$ cat src/rtl/csrng_bias_monitor.sv
// csrng_bias_monitor
// Single-entry register slice on the genbits stream, plus two online health
// checks: a repetition check on consecutive accepted words and a ones-bias
// check over fixed windows of 2^WIN_LOG2 words. Alarms are sticky until clear.
//
// Build option: define CSRNG_BIAS_MON_GATE_EN to mute the output while in
// ALARM. In that state in_ready is held high and incoming words are dropped,
// and any buffered word is discarded on entry. Without the macro the datapath
// is a plain pass-through slice that ignores the alarms.
module csrng_bias_monitor #(
    parameter int WIDTH    = 128,
    parameter int WIN_LOG2 = 8,
    parameter int REP_MAX  = 3,
    parameter int ONES_TOL = 256
) (
    input  logic                            clk,
    input  logic                            rst_n,
    input  logic                            enable,
    input  logic                            clear,
    input  logic                            in_valid,
    output logic                            in_ready,
    input  logic [WIDTH-1:0]                in_data,
    output logic                            out_valid,
    input  logic                            out_ready,
    output logic [WIDTH-1:0]                out_data,
    output logic                            alarm_rep,
    output logic                            alarm_bias,
    output logic                            win_done,
    output logic [$clog2(WIDTH)+WIN_LOG2:0] ones_count,
    output logic [1:0]                      state
);

    // A full window of all-ones words must fit without overflow.
    localparam int CW = $clog2(WIDTH) + WIN_LOG2 + 1;
    localparam int RW = $clog2(REP_MAX + 1);

    // Ideal ones per window is half of all bits seen.
    localparam logic [CW-1:0] EXP_ONES = CW'(WIDTH * (2 ** (WIN_LOG2 - 1)));
    localparam logic [CW-1:0] TOL_ONES = CW'(ONES_TOL);

    typedef enum logic [1:0] {
        IDLE    = 2'd0,
        COLLECT = 2'd1,
        EVAL    = 2'd2,
        ALARM   = 2'd3
    } state_t;

    state_t                state_q;
    logic [WIN_LOG2-1:0]   word_cnt;
    logic [RW-1:0]         rep_cnt;
    logic [WIDTH-1:0]      prev_word;
    logic                  out_valid_q;

    logic                  slice_ready;
    logic                  accept;
    logic                  flush;
    logic                  cnt_acc;
    logic                  last_word;
    logic [CW-1:0]         word_ones;
    logic [CW-1:0]         ones_sum;
    logic [RW-1:0]         rep_next;
    logic                  rep_fire;
    logic                  sum_fail;

    function automatic logic [CW-1:0] popcount(input logic [WIDTH-1:0] w);
        logic [CW-1:0] n;
        n = '0;
        for (int i = 0; i < WIDTH; i++) begin
            n = n + CW'(w[i]);
        end
        return n;
    endfunction

    // Strictly-greater test on the absolute distance from the ideal count.
    function automatic logic bias_fail(input logic [CW-1:0] n);
        logic [CW-1:0] diff;
        diff = (n > EXP_ONES) ? (n - EXP_ONES) : (EXP_ONES - n);
        return diff > TOL_ONES;
    endfunction

    assign slice_ready = !out_valid_q || out_ready;

`ifdef CSRNG_BIAS_MON_GATE_EN
    logic go_alarm;

    // Edge that moves the FSM into ALARM; the buffered word is dropped there.
    assign go_alarm = !clear && enable && (state_q != ALARM) &&
                      (rep_fire || ((state_q == EVAL) && alarm_bias));
    assign flush    = go_alarm || (state_q == ALARM);
    assign in_ready = (state_q == ALARM) ? 1'b1 : slice_ready;
`else
    assign flush    = 1'b0;
    assign in_ready = slice_ready;
`endif

    assign out_valid  = out_valid_q;
    assign accept     = in_valid && in_ready;
    assign state      = state_q;

    // Monitor bookkeeping for the word being accepted this cycle.
    always_comb begin
        // NOTE: every output gets a default first so no path infers a latch.
        cnt_acc   = 1'b0;
        rep_next  = RW'(1);
        rep_fire  = 1'b0;
        word_ones = popcount(in_data);
        ones_sum  = ones_count + word_ones;
        sum_fail  = bias_fail(ones_sum);
        last_word = &word_cnt;
        if (accept && enable && ((state_q == COLLECT) || (state_q == EVAL))) begin
            cnt_acc = 1'b1;
        end
        if ((rep_cnt != '0) && (in_data == prev_word)) begin
            rep_next = rep_cnt + RW'(1);
        end
        rep_fire = cnt_acc && (rep_next == RW'(REP_MAX));
    end

    // Single-entry slice: load on accept, empty when downstream takes the word.
    always_ff @(posedge clk or negedge rst_n) begin
        if (!rst_n) begin
            out_valid_q <= 1'b0;
            // NOTE: a single data register, so it is reset to keep X off the bus.
            out_data    <= '0;
        end else begin
            // NOTE: non-blocking assignments so every register samples pre-edge values.
            if (flush) begin
                out_valid_q <= 1'b0;
            end else if (accept) begin
                out_valid_q <= 1'b1;
                out_data    <= in_data;
            end else if (out_ready) begin
                out_valid_q <= 1'b0;
            end
        end
    end

    // Health FSM with window counters and sticky alarms; clear wins over all.
    always_ff @(posedge clk or negedge rst_n) begin
        if (!rst_n) begin
            state_q    <= IDLE;
            word_cnt   <= '0;
            rep_cnt    <= '0;
            prev_word  <= '0;
            ones_count <= '0;
            alarm_rep  <= 1'b0;
            alarm_bias <= 1'b0;
            win_done   <= 1'b0;
        end else begin
            win_done <= 1'b0;
            if (clear) begin
                alarm_rep  <= 1'b0;
                alarm_bias <= 1'b0;
                ones_count <= '0;
                word_cnt   <= '0;
                rep_cnt    <= '0;
                prev_word  <= '0;
                state_q    <= enable ? COLLECT : IDLE;
            end else if ((state_q != ALARM) && !enable) begin
                // Leaving the run discards the partial window.
                ones_count <= '0;
                word_cnt   <= '0;
                rep_cnt    <= '0;
                state_q    <= IDLE;
            end else begin
                if (cnt_acc) begin
                    rep_cnt   <= rep_next;
                    prev_word <= in_data;
                end
                if (rep_fire) begin
                    alarm_rep <= 1'b1;
                end
                unique case (state_q)
                    IDLE: begin
                        state_q <= COLLECT;
                    end
                    COLLECT: begin
                        if (cnt_acc) begin
                            ones_count <= ones_sum;
                            word_cnt   <= word_cnt + 1'b1;
                            if (last_word) begin
                                // Verdict is registered so it shows during EVAL.
                                if (sum_fail) begin
                                    alarm_bias <= 1'b1;
                                end else if (!rep_fire) begin
                                    win_done <= 1'b1;
                                end
                                state_q <= rep_fire ? ALARM : EVAL;
                            end else if (rep_fire) begin
                                state_q <= ALARM;
                            end
                        end
                    end
                    EVAL: begin
                        // A word taken here is the first of the next window.
                        ones_count <= cnt_acc ? word_ones : '0;
                        word_cnt   <= cnt_acc ? WIN_LOG2'(1) : '0;
                        state_q    <= (alarm_bias || rep_fire) ? ALARM : COLLECT;
                    end
                    ALARM: begin
                        state_q <= ALARM;
                    end
                    default: begin
                        state_q <= IDLE;
                    end
                endcase
            end
        end
    end

endmodule

$ cat config.mk
export PLATFORM = sky130hd
export DESIGN_NAME = csrng_bias_monitor
export DESIGN_NICKNAME = d
export VERILOG_FILES = /design/src/rtl/csrng_bias_monitor.sv
export SDC_FILE = /design/constraint.sdc
export NUM_CORES = 1
export LEC_CHECK = 0
export CAP_MARGIN = 20
export CORE_MARGIN = 10
export CORE_UTILIZATION = 49
export DETAILED_ROUTE_END_ITERATION = 7
export PLACE_DENSITY_LB_ADDON = 0.05
export SETUP_SLACK_MARGIN = 0.15
export SLEW_MARGIN = 20
export SYNTH_ARGS = -nofsm -noshare
export SYNTH_HDL_FRONTEND = slang
export SYNTH_SLANG_ARGS = --single-unit
export TNS_END_PERCENT = 30
$ cat constraint.sdc
create_clock -name clk -period 3.2 [get_ports clk]
set_input_delay 0.8 -clock clk [delete_from_list [all_inputs] [get_ports clk]]
set_output_delay 0.8 -clock clk [all_outputs]
set_load 0.02 [all_outputs]
# After elaboration in Yosys (flattened, before gate mapping)
# Index checks and enable logic that the tools add are counted.
[op_classes] add_sub_neg=132 n_lt_le_gt_ge=2 eq_ne=9 muxes=46 reduce_logical=27
[ops] op="adder 16 x 1 -> 16 bit" count=112
[ops] op="two-way mux 128 bit" count=3
[ops] op="== test 128 bit" count=1
[ops] op="two-way mux 16 bit" count=5
[ops] op="one-hot mux 16 bit (2 select lines)" count=1
[ops] op="two-way mux 8 bit" count=3
[ops] op="two-way mux 1 bit" count=22
[ops] op="two-way mux 2 bit" count=10
[ops] op="adder 15 x 1 -> 16 bit" count=1
[ops] op="adder 16 bit" count=1
[ops] op="> comparator 16 x 15 -> 1 bit, second input constant" count=1
[ops] op="> comparator 16 x 9 -> 1 bit, second input constant" count=1
[ops] op="one-hot mux 8 bit (2 select lines)" count=1
[ops] op="subtractor 15 x 16 -> 16 bit, first input constant" count=1
[ops] op="subtractor 16 x 15 -> 16 bit, second input constant" count=1
[ops] op="adder 14 x 1 -> 15 bit" count=1
[ops] op="adder 13 x 1 -> 14 bit" count=1
[ops] op="nonzero test 2 bit" count=7
[ops] op="adder 12 x 1 -> 13 bit" count=1
[ops] op="adder 11 x 1 -> 12 bit" count=1
[ops] op="adder 10 x 1 -> 11 bit" count=1
[ops] op="adder 9 x 1 -> 10 bit" count=1
[ops] op="adder 8 x 1 -> 9 bit" count=1
[ops] op="adder 7 x 1 -> 8 bit" count=1
[ops] op="23 further kinds" count=37
[word_totals] register_bits=288 input_bits=134 out_inout_bits=151 wordCells=226

# Depth between registers and ports, before layout
# Gate-level depths: netlist of the first run.
[logic_depth] depth_word=137 depth_mapped=39 mapped_depth_nobuf=39

# Worst setup path after synthesis of the first run
# Ideal clock, no wire load.
[synth_timing] kind="input port to flip-flop" start="input in_data[47]" end="register alarm_bias" setup_time_ns=0.129 arrival_time_ns=9.779 slack_ns=-6.709 stages=37 path_buffers=1 cell_sequence="inv_1 > fa_1 > inv_1 > fa_1 > fa_1 > inv_1 > fa_1 > inv_1 > fa_1 > fa_1 > fa_1 > fa_1 > inv_1 > fa_1 > fa_1 > inv_1 > ha_1 > a21o_1 > a21oi_1 > o21bai_1 > a21oi_1 > nor2_1 > o21ai_0 > nand2b_1 > ha_1 > a21oi_1 > nand2_1 > o21ai_1 > nor3_2 > xnor2_1 > ha_1 > clkbuf_1 > o21ai_0 > o21bai_1 > o2bb2ai_1 > inv_1 > o41a_1"
[synth_between] elab_chain_cells=87 elab_cells_between_ends=89 classes_between="add/sub (84); order compare (2); mux (1); reduce/logical (2)"
[synth_lines] element="start: declaration" line_no="22" rtl="input logic [WIDTH-1:0] in_data,"
[synth_lines] element="adder 16 x 1 -> 16 bit (*) (81 in series)" line_no="69" rtl="n = n + CW'(w[i]);"
[synth_lines] element="adder 16 bit (*)" line_no="107" rtl="ones_sum = ones_count + word_ones;"
[synth_lines] element="subtractor 15 x 16 -> 16 bit (tied with other cells)" line_no="77" rtl="diff = (n > EXP_ONES) ? (n - EXP_ONES) : (EXP_ONES - n);"
[synth_lines] element="two-way mux 16 bit (*)" line_no="77"
[synth_lines] element="> comparator 16 x 9 -> 1 bit (*)" line_no="78" rtl="return diff > TOL_ONES;"
[synth_lines] element="nonzero test 2 bit (no line) (*)"
[synth_lines] element="AND reduction 5 bit (no line) (*)"
[synth_lines] element="end signal: assignment" line_no="147" rtl="alarm_bias <= 1'b0;"
[synth_lines] element="end signal: assignment" line_no="153" rtl="alarm_bias <= 1'b0;"
[synth_lines] element="end signal: assignment" line_no="184" rtl="alarm_bias <= 1'b1;"
[synth_lines] element="end: declaration" line_no="27" rtl="output logic alarm_bias,"
# Mark *: on every way between the ends. The rest lies on a longest branch, timed or not.
# A chain may end at the register's enable or synchronous reset.

# Final worst setup path of the first run
[layout_timing] start="input in_data[63]" end="register alarm_bias"
[layout_between] elab_chain_cells=71 elab_cells_between_ends=73 classes_between="add/sub (68); order compare (2); mux (1); reduce/logical (2)"
[layout_lines] element="adder 16 x 1 -> 16 bit (*) (65 in series)" line_no="69"
[layout_lines] element="adder 16 bit (*)" line_no="107"
[layout_lines] element="subtractor 15 x 16 -> 16 bit (tied with other cells)" line_no="77"
[layout_lines] element="two-way mux 16 bit (*)" line_no="77"
[layout_lines] element="> comparator 16 x 9 -> 1 bit (*)" line_no="78"
[layout_lines] element="nonzero test 2 bit (no line) (*)"
[layout_lines] element="AND reduction 5 bit (no line) (*)"
# Marks and branches as above.

==> results.rst, run 1 <==
.. list-table::
   :header-rows: 1

   * - Metric
     - Value
   * - CTS clk-pin slew, worst paths
     - around 0.06 ns
   * - Cell class contributing the biggest share of worst-path delay
     - adder cells
   * - Reg-to-reg critical path startpoint
     - ones_count[0]
   * - Area grow syn2layout
     - 43.9%
   * - Adder-cell share of the synthesized area
     - approximately 17%
   * - Floorplan die width
     - roughly 200 um
   * - Reg-to-reg critical path endpoint
     - alarm_bias
   * - CP Buf/Inv Count
     - 12
   * - Post-Syn Instances
     - between 1500 and 2000
   * - Iter 0 DRT Violations
     - ~1300
   * - Syn_nets
     - approximately 1900
   * - Period utilisation layout
     - 298%
   * - Number of warnings printed during yosys synthesis
     - 0
   * - Weighted congestion at the end of routability-driven global placement
     - about 0.98
   * - Post-detailed-route via-to-cell ratio
     - around 5.5
   * - Count of different cell masters after synthesis
     - 63
   * - Fraction of layout cells with a size suffix above 1
     - between 20% and 30%
   * - Slack of the worst reg-to-reg path
     - -0.27 ns
   * - Remaining number of nets flagged by the antenna check after routing
     - 0
   * - Most common cell type on the critical path
     - fa_1
   * - Row count
     - 66
   * - Initial Util
     - about 50%
   * - First-pass DRT Iterations
     - 5
   * - Crit Path Category
     - in2reg
   * - Synth top area cells
     - dfrtp_1 (44%), fa_1 (14%), a22o_1 (7.4%), nand2_1 (5.7%), inv_1 (5.0%)
   * - Number of enable-type register cells in the synthesized netlist
     - 0
   * - Count of unresolved DRC violations after routing
     - 0
   * - Number of nets in the final layout
     - approximately 2400
   * - Tightest Pin Transition
     - between 0.7 and 0.8 ns
   * - Io pins
     - 285
   * - Cell area after technology mapping
     - 0.0163 mm^2
   * - Synthesized area per cell
     - around 10 um^2
   * - Violated checks
     - setup timing
   * - Peak fanout along the critical path
     - 5
   * - Global-route wire length before repair
     - about 90000 um
   * - Proportion of synthesized area in mux cells
     - less than 1%
   * - Clock period minus worst slack
     - between 9 and 10 ns
   * - Setup TNS Final
     - -93.74 ns
   * - Class of the most critical hold timing path
     - in2async
   * - TritonCTS Sinks
     - ~290
   * - Arrival @ worst endpoint
     - ~9.9 ns
   * - # placed instances
     - 2498
   * - Clock tree from TritonCTS
     - done
   * - Largest net degree at the start of global routing
     - between 100 and 150
   * - Worst-skew pair later-pin latency
     - 0.52 ns
   * - Max_cap viols
     - 0
   * - Largest stage delay on the critical path
     - 0.56 ns
   * - Final number of setup-violating endpoints
     - 19
   * - Clock Root Buffer
     - clkbuf_16
   * - Final Hold Vio Count
     - 0
   * - Die H
     - 202 um
   * - Number of global-route vias before repair
     - 14631
   * - Register bit total from synthesis
     - ~290
   * - Cell accounting for the most synthesized area
     - dfrtp_1
   * - Main combinational cell family by area after synthesis
     - adder cells
   * - H-tree depth
     - 2
   * - Via count
     - approximately 14000
   * - Final worst-path setup slack
     - -6.34 ns
   * - CTS Buffer Depth
     - 3
   * - Worst Setup SP
     - in_data[63]
   * - Run status
     - complete, but fails checks
   * - Post-synthesis compound-gate area fraction
     - between 15 and 20%
   * - Leading register cell type out of synthesis
     - dfrtp_1
   * - Skew final
     - 0.0136 ns
   * - Setup crit end kind
     - flip-flop
   * - Achievable frequency
     - ~100 MHz
   * - Cell with the largest stage delay on the worst path
     - fa_2
   * - HPWL Detailed
     - 48000 um
   * - Num CTS Buffers
     - 34
   * - Most common library cell in the layout ignoring fill and taps
     - dfrtp_1
   * - RSZ-0062 raised after global routing
     - true
   * - Commonest cells after routing, fill and taps aside
     - dfrtp_1 (288), buf_4 (283), nand2_1 (243)
   * - Number of buffers inserted for hold repair after clock tree synthesis
     - 0
   * - Core region area
     - about 0.033 mm^2
   * - Per-cell routed wire length
     - approximately 24 um
   * - Total global routing track utilization
     - between 20% and 30%
   * - Synthesized-area fraction occupied by and/or/nand/nor cells
     - between 10% and 20%
   * - Share of the synthesized area in the top cell type
     - ~44%
   * - Headroom to the max-slew limit
     - between 50% and 60%
   * - Part of the Yosys area used for sequential elements
     - between 40 and 50%
   * - Port bufs
     - roughly 280
   * - Total count of max-transition violations in the final report
     - 0
   * - Total die area
     - 0.0409 mm^2
   * - Share of async-settable or async-resettable flops after synthesis
     - 100%
   * - Final routed wirelength across all metal layers
     - roughly 61000 um
   * - Cell depth of the worst flop-to-flop path
     - 13
   * - XOR/XNOR Fraction of Synth Area
     - under 10%
   * - Worst setup SP type
     - input port
   * - Worst EP required
     - about 3.6 ns
   * - Initial antenna violation count
     - 3
   * - Aggregate global routing overflow
     - 0
   * - Final Non-Filler Cells
     - 2592
-- kinds of logic after synthesis --
logic type / after synthesis
compound gates: 362
xor+xnor: 95
fa+ha+maj: 158
buf+inv: 286
flops: 288
mux: 2
simple gates: 381
-- layout make-up --
cell class	count	area, um^2
diodes	3	7.51
clock buffers	45	963
clock inverters	14	141
fillers	2459	9250
inverters	217	822
multi-input cells	998	8610
flip-flops and latches	288	7210
well taps	442	553
repair buffers	585	5140
-- sequential cells by signal (all words and copies together) (netlist names) --
register	cells
state	2
out_valid	1
alarm_rep	1
ones_count	16
alarm_bias	1
out_data	128
win_done	1
prev_word	128
word_cnt	8
rep_cnt	2
-- layer usage --
metal / global-route usage, % / part of all wire (%) / up-vias
li1: - / - / 6376
met3: 8.04 / 8.5 / 112
met1: 38.4 / 41 / 7108
met4: 8.95 / 3.3 / 0
met2: 46.6 / 47 / 578
met5: 0 / 0 / -
-- stage by stage --
stage               hold slack, ns  area (um^2)  setup WS (ns)  utilization (%)
floorplan                    0.443        16400          -6.12                -
global placement             0.461        21700          -7.18             66.4
detailed placement           0.462        21700          -7.28             66.4
CTS                          0.222        23100          -6.38             70.6
global route                 0.246        23400          -6.69             71.7
finish                       0.216        23400          -6.34             71.7
-- synth_stat cells, types with 12 or more instances --
master     instances
o22ai_1           15
dfrtp_1          288
o2bb2ai_1         13
xor2_1            58
nand2_1          246
clkbuf_1          67
xnor2_1           36
nor2_1            35
a21oi_1           18
nor4_1            22
nand4_1           16
a22o_1           137
inv_1            217
ha_1              42
fa_1             116
o21ai_0          120
nand2b_1          12
-- worst max path at each step --
stage	cells past startpoint	to
6_report	39	alarm_bias
2_1_floorplan	34	alarm_bias
4_1_cts	39	alarm_bias
3_5_place_dp	40	alarm_bias
5_1_grt	35	alarm_bias
3_3_place_gp	36	alarm_bias
-- timing repair --
| item | CTS | global route |
|---|---|---|
| endpoints found under the setup margin | 23 | 21 |
| gates resized for setup | 246 | 139 |
| buffers inserted | 14 | 18 |
| pin swaps | 88 | 85 |
Power of run 1 is left out: the tool's default activity adds up to more than one toggle a clock period on the data nets, which glitch-free logic cannot reach.
==> inputs of run 2 (changes only) <==
--- a/config.mk
+++ b/config.mk
@@ -5,12 +5,13 @@
 export SDC_FILE = /design/constraint.sdc
 export NUM_CORES = 1
 export LEC_CHECK = 0
-export CAP_MARGIN = 20
+export CAP_MARGIN = 40
 export CORE_MARGIN = 10
 export CORE_UTILIZATION = 49
 export DETAILED_ROUTE_END_ITERATION = 7
 export PLACE_DENSITY_LB_ADDON = 0.05
 export SETUP_SLACK_MARGIN = 0.15
+export SKIP_LAST_GASP = 1
 export SLEW_MARGIN = 20
 export SYNTH_ARGS = -nofsm -noshare
 export SYNTH_HDL_FRONTEND = slang
==> run 2 against run 1 <==
Net effect:
- the run still ends with setup timing left
- via count increased by 0.15%
- critical path depth unchanged
- first-iteration DRC count fell by 8.5%
- global-route usage barely moved
- final area down 0.36%
- utilization shrank 0.26 points
- clock skew grew 0.00087 ns
- sequential cell count is the same
- hold slack worse by 0.0052 ns
- clock-buffer cell count stayed put
- final cell count is essentially flat
==> results.rst, run 2 (synthesis gave the netlist of run 1 again) <==
.. list-table::
   :header-rows: 1

   * - Metric
     - Value
   * - Run status
     - complete, but fails checks
   * - Violated checks
     - setup timing
   * - CTS clk-pin slew, worst paths
     - roughly 0.06 ns
   * - Worst slack after detailed placement
     - -7.28 ns
   * - Worst-skew pair later-pin latency
     - approximately 0.52 ns
   * - Worst EP required
     - ~3.6 ns
   * - Post-detailed-route via-to-cell ratio
     - about 5.5
   * - Total count of max-transition violations in the final report
     - 0
   * - Headroom to the max-slew limit
     - between 40% and 50%
   * - First-pass DRT Iterations
     - 5
   * - Max_cap viols
     - 0
   * - Hold Slack
     - approximately 0.21 ns
   * - Final routed wirelength across all metal layers
     - 60900 um
   * - Aggregate global routing overflow
     - 0
   * - Slack of the worst reg-to-reg path
     - -0.16 ns
   * - Skew final
     - 0.0145 ns
   * - Total die area
     - around 0.041 mm^2
   * - Most common cell type on the critical path
     - fa_1
   * - Reg-to-reg critical path endpoint
     - alarm_bias
   * - Port bufs
     - 284
   * - Clock period minus worst slack
     - ~9.5 ns
   * - TritonCTS Sinks
     - roughly 290
   * - Io pins
     - ~290
   * - Class of the most critical hold timing path
     - in2async
   * - RSZ-0062 raised after global routing
     - true
   * - Largest net degree at the start of global routing
     - 121
   * - Floorplan die width
     - 202 um
   * - Num CTS Buffers
     - 34
   * - Period utilisation layout
     - 297%
   * - Core region area
     - between 0.03 and 0.04 mm^2
   * - Fraction of layout cells with a size suffix above 1
     - ~25%
   * - Weighted congestion at the end of routability-driven global placement
     - 0.976
   * - Number of buffers inserted for hold repair after clock tree synthesis
     - 0
   * - Via count
     - approximately 14000
   * - Clock Root Buffer
     - clkbuf_16
   * - Peak fanout along the critical path
     - 5
   * - Remaining number of nets flagged by the antenna check after routing
     - 0
   * - Tightest Pin Transition
     - between 0.7 and 0.8 ns
   * - Number of nets in the final layout
     - ~2400
   * - Iter 0 DRT Violations
     - 1167
   * - Initial antenna violation count
     - 3
   * - Final Hold Vio Count
     - 0
   * - Arrival @ worst endpoint
     - 9.91 ns
   * - Reg-to-reg critical path startpoint
     - ones_count[0]
   * - Cell depth of the worst flop-to-flop path
     - 15
   * - Row count
     - 66
   * - Die H
     - just over 200 um
   * - Clock tree from TritonCTS
     - done
   * - Total global routing track utilization
     - ~29%
   * - Regs by FF count
     - out_data x128, prev_word x128, ones_count x16
   * - Final worst-path setup slack
     - -6.31 ns
   * - Initial Util
     - between 40% and 50%
   * - H-tree depth
     - 2
   * - Setup crit end kind
     - flip-flop
   * - Crit Path Category
     - in2reg
   * - Area grow syn2layout
     - 43.4%
   * - Achievable frequency
     - 105 MHz
   * - Worst setup SP type
     - input port
   * - Final number of setup-violating endpoints
     - 23
   * - CTS Buffer Depth
     - 3
   * - Commonest cells after routing, fill and taps aside
     - dfrtp_1 (288), buf_4 (288), nand2_1 (243)
   * - Global-route wire length before repair
     - ~91000 um
   * - HPWL Detailed
     - 48000 um
   * - Largest stage delay on the critical path
     - between 0.5 and 0.6 ns
   * - Per-cell routed wire length
     - roughly 23 um
   * - Count of unresolved DRC violations after routing
     - 0
   * - Cell with the largest stage delay on the worst path
     - fa_1
   * - Number of global-route vias before repair
     - between 10000 and 15000
run 2: changes by cell type in the layout (fill, tap and decap cells not counted), moves of 5 or more:
cell | previous run | this run
buf_4 | 283 | 288
nor4_1 | 15 | 21
nor4_2 | 6 | 1
o21ai_0 | 101 | 107
run 2: how the worst max path moves through the flow:
stage | slack [ns] | cells after the start | endpoint | start
after global routing | -6.66 | 35 | alarm_bias | in_data[27]
after CTS | -6.38 | 39 | alarm_bias | in_data[39]
after global placement | -7.18 | 36 | alarm_bias | in_data[93]
after detailed placement | -7.28 | 40 | alarm_bias | in_data[111]
after floorplan | -6.12 | 34 | alarm_bias | in_data[53]
final | -6.31 | 39 | alarm_bias | in_data[51]
run 2: per-layer routing:
layer	vias up	GRT usage, %	wire (um)
met5	-	0	0
met3	103	8.00	5270
met1	7137	38.3	25000
met2	574	46.7	28800
li1	6381	-	-
met4	0	8.74	1840
run 2: layout make-up:
class                   instances  area, um^2
well taps                     442         553
diodes                          3        7.51
fillers                      2490        9340
inverters                     217         825
clock buffers                  45         963
flip-flops and latches        288        7210
multi-input cells             998        8510
repair buffers                587        5150
clock inverters                14         141
run 2: critical path: cells and delay by family:
kind	cells	cell delay (ns)
AO/OA/AOI/OAI	7	1.23
adder cells (fa/ha/maj)	14	6.11
XOR/XNOR	2	0.30
AND/OR/NAND/NOR	4	0.41
buffers and inverters	12	1.05
run 2: per-stage QoR:
stage | instance area, um^2 | std cells | TNS (ns) | utilization (%)
final | 23400 | 2594 | -96.11 | 71.4
after global routing | 23400 | 2592 | -101.90 | 71.4
after CTS | 23000 | 2571 | -97.46 | 70.2
after detailed placement | 21700 | 2498 | -115.25 | 66.4
after global placement | 21700 | 2498 | -114.53 | 66.4
after floorplan | 16400 | 1572 | -89.09 | -
run 2: what timing repair did:
item,in CTS,in global routing
setup endpoints to repair,23,23
gates resized for setup,223,123
buffers inserted,14,20
pin swaps,82,93
Power of run 2 is left out for the same reason.
